[src/rtl/dma_bank_arbiter_if.sv]
// CPU/DMA bus-cycle signals shared by the bank arbiter and its environment;
// master is the arbiter side, slave the CPU/DMA/bus side.
interface dma_bank_arbiter_if;
  logic        phi2;
  logic        cpu_r_w;
  logic [15:0] cpu_address;
  logic [3:0]  cpu_bank;
  logic        cpu_rdy;
  logic        dma_req;
  logic        dma_gnt;
  logic        dma_r_w;
  logic [19:0] dma_address;
  logic [19:0] bus_address;
  logic        bus_r_w;
  logic        bus_owner;

  modport master (
    input  phi2, cpu_r_w, cpu_address, cpu_bank, dma_req, dma_r_w, dma_address,
    output cpu_rdy, dma_gnt, bus_address, bus_r_w, bus_owner
  );

  modport slave (
    output phi2, cpu_r_w, cpu_address, cpu_bank, dma_req, dma_r_w, dma_address,
    input  cpu_rdy, dma_gnt, bus_address, bus_r_w, bus_owner
  );
endinterface

[src/rtl/dma_bank_arbiter.sv]
// Shares the 20-bit banked bus between 6502 and one DMA master; decisions at phi2 falling edges.
// Grant >= 2 bus cycles after request (more while CPU writes); CPU stalled via RDY, DMA via withheld grant.
module dma_bank_arbiter #(
  parameter int MAX_BURST = 16,
  parameter int CPU_SLOTS = 1
) (
  input logic               clock,
  input logic               reset,
  dma_bank_arbiter_if.master bus
);

  typedef enum logic [1:0] {
    ST_CPU  = 2'd0,
    ST_HALT = 2'd1,
    ST_DMA  = 2'd2
  } state_t;

  localparam logic [7:0] BURST_LAST = 8'(MAX_BURST - 1);
  localparam logic [7:0] COOL_INIT  = 8'(CPU_SLOTS);

  state_t     state;
  state_t     state_nxt;
  logic       phi2_q;
  logic       rw_last;
  logic       boundary;
  logic       release_dma;
  logic       owner;
  logic [7:0] burst_cnt;
  logic [7:0] cool_cnt;

  assign boundary    = phi2_q & ~bus.phi2;
  assign release_dma = ~bus.dma_req | (burst_cnt == BURST_LAST);

  // rw_last keeps the R/W of the bus cycle that just ended
  always_ff @(posedge clock) begin
    if (reset) begin
      phi2_q  <= 1'b0;
      rw_last <= 1'b1;
    end else begin
      phi2_q <= bus.phi2;
      if (bus.phi2) begin
        rw_last <= bus.cpu_r_w;
      end
    end
  end

  always_ff @(posedge clock) begin
    if (reset) begin
      state <= ST_CPU;
    end else begin
      state <= state_nxt;
    end
  end

  always_comb begin
    state_nxt = state;
    if (boundary) begin
      case (state)
        ST_CPU: begin
          if (cool_cnt == 8'd0 && bus.dma_req) begin
            state_nxt = ST_HALT;
          end
        end
        ST_HALT: begin
          // a write cycle ignores RDY, so wait for a read before handing over
          if (!bus.dma_req) begin
            state_nxt = ST_CPU;
          end else if (rw_last) begin
            state_nxt = ST_DMA;
          end
        end
        ST_DMA: begin
          if (release_dma) begin
            state_nxt = ST_CPU;
          end
        end
        default: state_nxt = ST_CPU;
      endcase
    end
  end

  always_ff @(posedge clock) begin
    if (reset) begin
      burst_cnt <= 8'd0;
      cool_cnt  <= 8'd0;
    end else if (boundary) begin
      case (state)
        ST_CPU: begin
          if (cool_cnt != 8'd0) begin
            cool_cnt <= cool_cnt - 8'd1;
          end
        end
        ST_HALT: begin
          if (bus.dma_req && rw_last) begin
            burst_cnt <= 8'd0;
          end
        end
        ST_DMA: begin
          if (release_dma) begin
            cool_cnt <= COOL_INIT;
          end else begin
            burst_cnt <= burst_cnt + 8'd1;
          end
        end
        default: begin
          burst_cnt <= 8'd0;
        end
      endcase
    end
  end

  always_comb begin
    owner           = (state == ST_DMA);
    bus.cpu_rdy     = (state == ST_CPU);
    bus.dma_gnt     = owner;
    bus.bus_owner   = owner;
    bus.bus_address = owner ? bus.dma_address : {bus.cpu_bank, bus.cpu_address};
    bus.bus_r_w     = owner ? bus.dma_r_w : bus.cpu_r_w;
  end

endmodule

[src/flat_wrapper.sv]
// flat-port wrapper written by rule: the top's interface ports become plain ports
module dma_bank_arbiter_flat 
#(
  parameter int MAX_BURST = 16,
  parameter int CPU_SLOTS = 1
)
  (clock, reset, bus_phi2, bus_cpu_r_w, bus_cpu_address, bus_cpu_bank, bus_dma_req, bus_dma_r_w, bus_dma_address, bus_cpu_rdy, bus_dma_gnt, bus_bus_address, bus_bus_r_w, bus_bus_owner);
  dma_bank_arbiter_if bus_i ();
  input logic clock;
  input logic reset;
  input wire logic [$bits(bus_i.phi2)-1:0] bus_phi2;
  input wire logic [$bits(bus_i.cpu_r_w)-1:0] bus_cpu_r_w;
  input wire logic [$bits(bus_i.cpu_address)-1:0] bus_cpu_address;
  input wire logic [$bits(bus_i.cpu_bank)-1:0] bus_cpu_bank;
  input wire logic [$bits(bus_i.dma_req)-1:0] bus_dma_req;
  input wire logic [$bits(bus_i.dma_r_w)-1:0] bus_dma_r_w;
  input wire logic [$bits(bus_i.dma_address)-1:0] bus_dma_address;
  output wire logic [$bits(bus_i.cpu_rdy)-1:0] bus_cpu_rdy;
  output wire logic [$bits(bus_i.dma_gnt)-1:0] bus_dma_gnt;
  output wire logic [$bits(bus_i.bus_address)-1:0] bus_bus_address;
  output wire logic [$bits(bus_i.bus_r_w)-1:0] bus_bus_r_w;
  output wire logic [$bits(bus_i.bus_owner)-1:0] bus_bus_owner;
  assign bus_i.phi2 = bus_phi2;
  assign bus_i.cpu_r_w = bus_cpu_r_w;
  assign bus_i.cpu_address = bus_cpu_address;
  assign bus_i.cpu_bank = bus_cpu_bank;
  assign bus_i.dma_req = bus_dma_req;
  assign bus_i.dma_r_w = bus_dma_r_w;
  assign bus_i.dma_address = bus_dma_address;
  assign bus_cpu_rdy = bus_i.cpu_rdy;
  assign bus_dma_gnt = bus_i.dma_gnt;
  assign bus_bus_address = bus_i.bus_address;
  assign bus_bus_r_w = bus_i.bus_r_w;
  assign bus_bus_owner = bus_i.bus_owner;
  dma_bank_arbiter #(.MAX_BURST(MAX_BURST), .CPU_SLOTS(CPU_SLOTS)) u_core (.clock(clock), .reset(reset), .bus(bus_i));
endmodule
[config.mk]
export PLATFORM = sky130hd
export DESIGN_NAME = dma_bank_arbiter_flat
export DESIGN_NICKNAME = d
export VERILOG_FILES = /design/src/rtl/dma_bank_arbiter_if.sv /design/src/rtl/dma_bank_arbiter.sv /design/src/flat_wrapper.sv
export SDC_FILE = /design/constraint.sdc
export NUM_CORES = 1
export LEC_CHECK = 0
export ABC_AREA = 1
export ABC_CLOCK_PERIOD_IN_PS = 3400
export CORE_AREA = 2 2 56 58
export DETAILED_ROUTE_END_ITERATION = 8
export DIE_AREA = 0 0 58 60
export DONT_BUFFER_PORTS = 1
export PLACE_DENSITY = 0.66
export SLEW_MARGIN = 20
export SYNTH_ARGS = -nofsm -noshare
export SYNTH_HDL_FRONTEND = slang
export SYNTH_SLANG_ARGS = --single-unit
[constraint.sdc]
create_clock -name clock -period 3.4 [get_ports clock]
set_clock_uncertainty 0.15 [all_clocks]
set_input_delay 0.68 -clock clock [delete_from_list [all_inputs] [get_ports clock]]
set_output_delay 0.68 -clock clock [all_outputs]
set_load 0.1 [all_outputs]
==> reports/qor.csv <==
stage,metric,value,unit
floorplanning,Rows,20,
timing,relative slew slack,65.3,%
floorplanning,Ports,70,
route,DRC violations left,0,
route,vias,1555,
clocking,CTS tree,built,
timing,Final TNS setup,0,ns
critical_path,WS Path Type,reg2out,
yosys,Post-Syn Area per Cell,5.85,um2
clocking,later-pin clock latency in the skew report,0.31,ns
pwr,Pint,0.365,mW
cells_and_area,filler cell count,296,
yosys,Yosys top cell area share,27.1,%
place,Post-DP HPWL,2490,um
clocking,clock transition at the registers of the reported paths,0.12,ns
global_route,grt ovf,0,
clocking,clock sinks,20,
place,number of I/O port buffers,0,
clocking,number of setup buffers added after CTS,0,
critical_path,RR Endpoint,u_core.cool_cnt[3],
global_route,first-pass GRT wire length,4970,um
timing,Max Slew Vio Count,0,
min_path,Hold EP,u_core.cool_cnt[6],
floorplanning,Die Y,60,um
yosys,syn nets,307,
global_route,largest net degree at the start of global routing,30,
critical_path,slowest CP cell,buf_4,
yosys,Main synth FF type,dfxtp_1,
critical_path,crit path capture type,primary output,
cells_and_area,"most common cell after layout, fill and taps aside",nand2_1,
timing,f_max,354,MHz
global_route,total track usage,18.1,%
timing,Hold Fails Final Rpt,0,
pwr,logic gate share of total power,36.2,%
yosys,Netlist cell types,27,
cells_and_area,ratio of cells with drive above 1 in the final layout,16.3,%
global_route,initial antenna violation count,0,
clocking,Max H-tree Level,1,
yosys,post-synthesis async set-or-reset flop share,0,%
flow_run,max_cap viols,0,
pwr,clock share of power,23.3,%
yosys,mapped cell area,1510,um2
route,TritonRoute pass-1 iters,5,
critical_path,Crit Path Max Fanout,22,
critical_path,Worst R2R Setup Slack,1.42,ns
cells_and_area,"Net count, final",326,
floorplanning,full die area,3480,um2
yosys,Synth Register Bits,20,
critical_path,critical-path cell list,inv_2 > nor2_4 > buf_4 > nand2_1 > nand2_1 > buf_4,
min_path,Min-Delay Startpoint,reset,
yosys,largest area contributor in the netlist,nand2_1,
critical_path,WP data required,2.57,ns
min_path,Worst Hold Depth,1,
critical_path,Bufs and invs on worst path,3,
min_path,HP Class,in2reg,
pwr,net load switching power,0.255,mW
timing,unrepaired setup endpoints after global routing,no,
critical_path,Reg2Reg Launch Point,u_core.burst_cnt[0],
pwr,Sequential Power Share,40.5,%
timing,Final period util,83.1,%
route,First DRT Iteration DRCs,72,
floorplanning,die width,58,um
place,GPL Wtd Cong,0.801,
floorplanning,Starting Density,52.0,%
cells_and_area,ANT cells,0,
critical_path,critical path launch point type,flop,
timing,Slew @ Worst Pin,0.521,ns
clocking,Max clock buf depth,2,
timing,setup violators final,0,
critical_path,Worst EP arrival,1.99,ns
route,Antenna Nets Post-Route,0,
route,vias per cell,5.03,
global_route,vias in the first global route,1187,
clocking,CTS Root Cell,clkbuf_4,
clocking,CTS Buf Count,3,
cells_and_area,most frequent cells in the layout,"109 x nand2_1, 24 x nand3_1, 24 x buf_4, 22 x nor2_1, 21 x inv_1",
yosys,YS warnings,0,
pwr,maximum vdd drop,0.267,mV
pwr,Leakage,0.844,nW
yosys,Synth Instances,258,
floorplanning,Core Box Area,2900,um2
clocking,CTS resizes,0,
yosys,"EDFF count, synth",0,
route,DR WL/cell,10.9,um
cells_and_area,area grow syn2layout,12.6,%
yosys,"top cells by area, synth","nand2_1 27%, dfxtp_1 27%, nand3_1 8.0%, nor2_1 5.7%, a21oi_1 5.6%",
critical_path,largest delay contributor family on the critical path,buffers and inverters,
clocking,number of buffers inserted by hold repair at cts,0,
pwr,pwr/cell area,365,nW/um2
critical_path,reg2reg path depth,8,
timing,minimum clock period,2.82,ns
route,total wire length,3350,um
status,status,finished clean,
pwr,sw frac,41.1,%
yosys,sequential area share after synthesis,26.5,%
pwr,total power,0.620,mW
critical_path,Crit path largest cell delay,0.47,ns
sequential cells by signal, summed over array words and instances (netlist names):
name              cells
u_core.rw_last        1
u_core.cool_cnt       8
u_core.burst_cnt      8
u_core.phi2_q         1
u_core.state          2
how the worst max path moves through the flow:
stage,cells after the start,slack (ns),endpoint,startpoint
after floorplan,6,0.59,bus_bus_address[10],u_core.state[1]
after CTS,6,0.55,bus_bus_address[17],u_core.state[1]
after detailed placement,6,0.92,bus_bus_address[17],u_core.state[1]
after global routing,6,0.42,bus_bus_address[6],u_core.state[1]
final,6,0.58,bus_bus_address[17],u_core.state[1]
after global placement,6,0.95,bus_bus_address[4],u_core.state[1]
synth_stat cells, drive strengths merged, types with 2 or more instances:
master / number
buf: 8
clkbuf: 2
nor2: 27
nor3b: 2
o21ai: 4
nand4: 5
nand2: 112
nand3: 25
dfxtp: 20
inv: 26
ha: 3
a21oi: 19
stage by stage:
stage	hold WS [ns]	worst slack, ns	area, um2	util, %	instances
floorplan	0.298	0.587	1510	-	258
global placement	0.315	0.948	1660	57.3	305
detailed placement	0.316	0.923	1660	57.3	305
CTS	0.254	0.553	1700	58.6	309
global route	0.232	0.422	1700	58.6	309
finish	0.264	0.576	1700	58.6	309
power by group through the flow:
stage	registers, mW	logic (mW)	clock network, mW
5_1_grt	0.252	0.245	0.164
4_1_cts	0.251	0.225	0.149
2_1_floorplan	0.254	0.195	0
6_report	0.251	0.225	0.145
3_5_place_dp	0.256	0.225	0
3_3_place_gp	0.256	0.224	0
final cells by class:
| type | instances | area [um2] | area share [%] |
|---|---|---|---|
| multi-input cells | 202 | 945 | 55.6 |
| flip-flops and latches | 20 | 400 | 23.5 |
| repair buffers | 24 | 180 | 10.6 |
| inverters | 26 | 97.6 | 5.74 |
| well taps | 33 | 41.3 | 2.43 |
| clock buffers | 4 | 36.3 | 2.13 |
per-layer routing:
layer / GRT usage (%) / up-vias / routed length [um]
li1: - / 841 / -
met1: 23.5 / 669 / 1450
met2: 30.7 / 41 / 1690
met3: 4.76 / 4 / 197
met4: 2.99 / 0 / 21
met5: 0 / - / 0
cell families (layout without fill, tap and decap cells):
logic type,after synthesis,after routing,synth area share [%]
DFF,20,20,26.5
and+or+nand+nor,172,172,48.8
adders and majority gates,3,3,2.49
xor gates and xnor gates,2,2,1.16
AOI/OAI and AO/OA,25,25,9.61
buffers and inverters,36,54,11.4
Power figures use the tool's default switching activity.
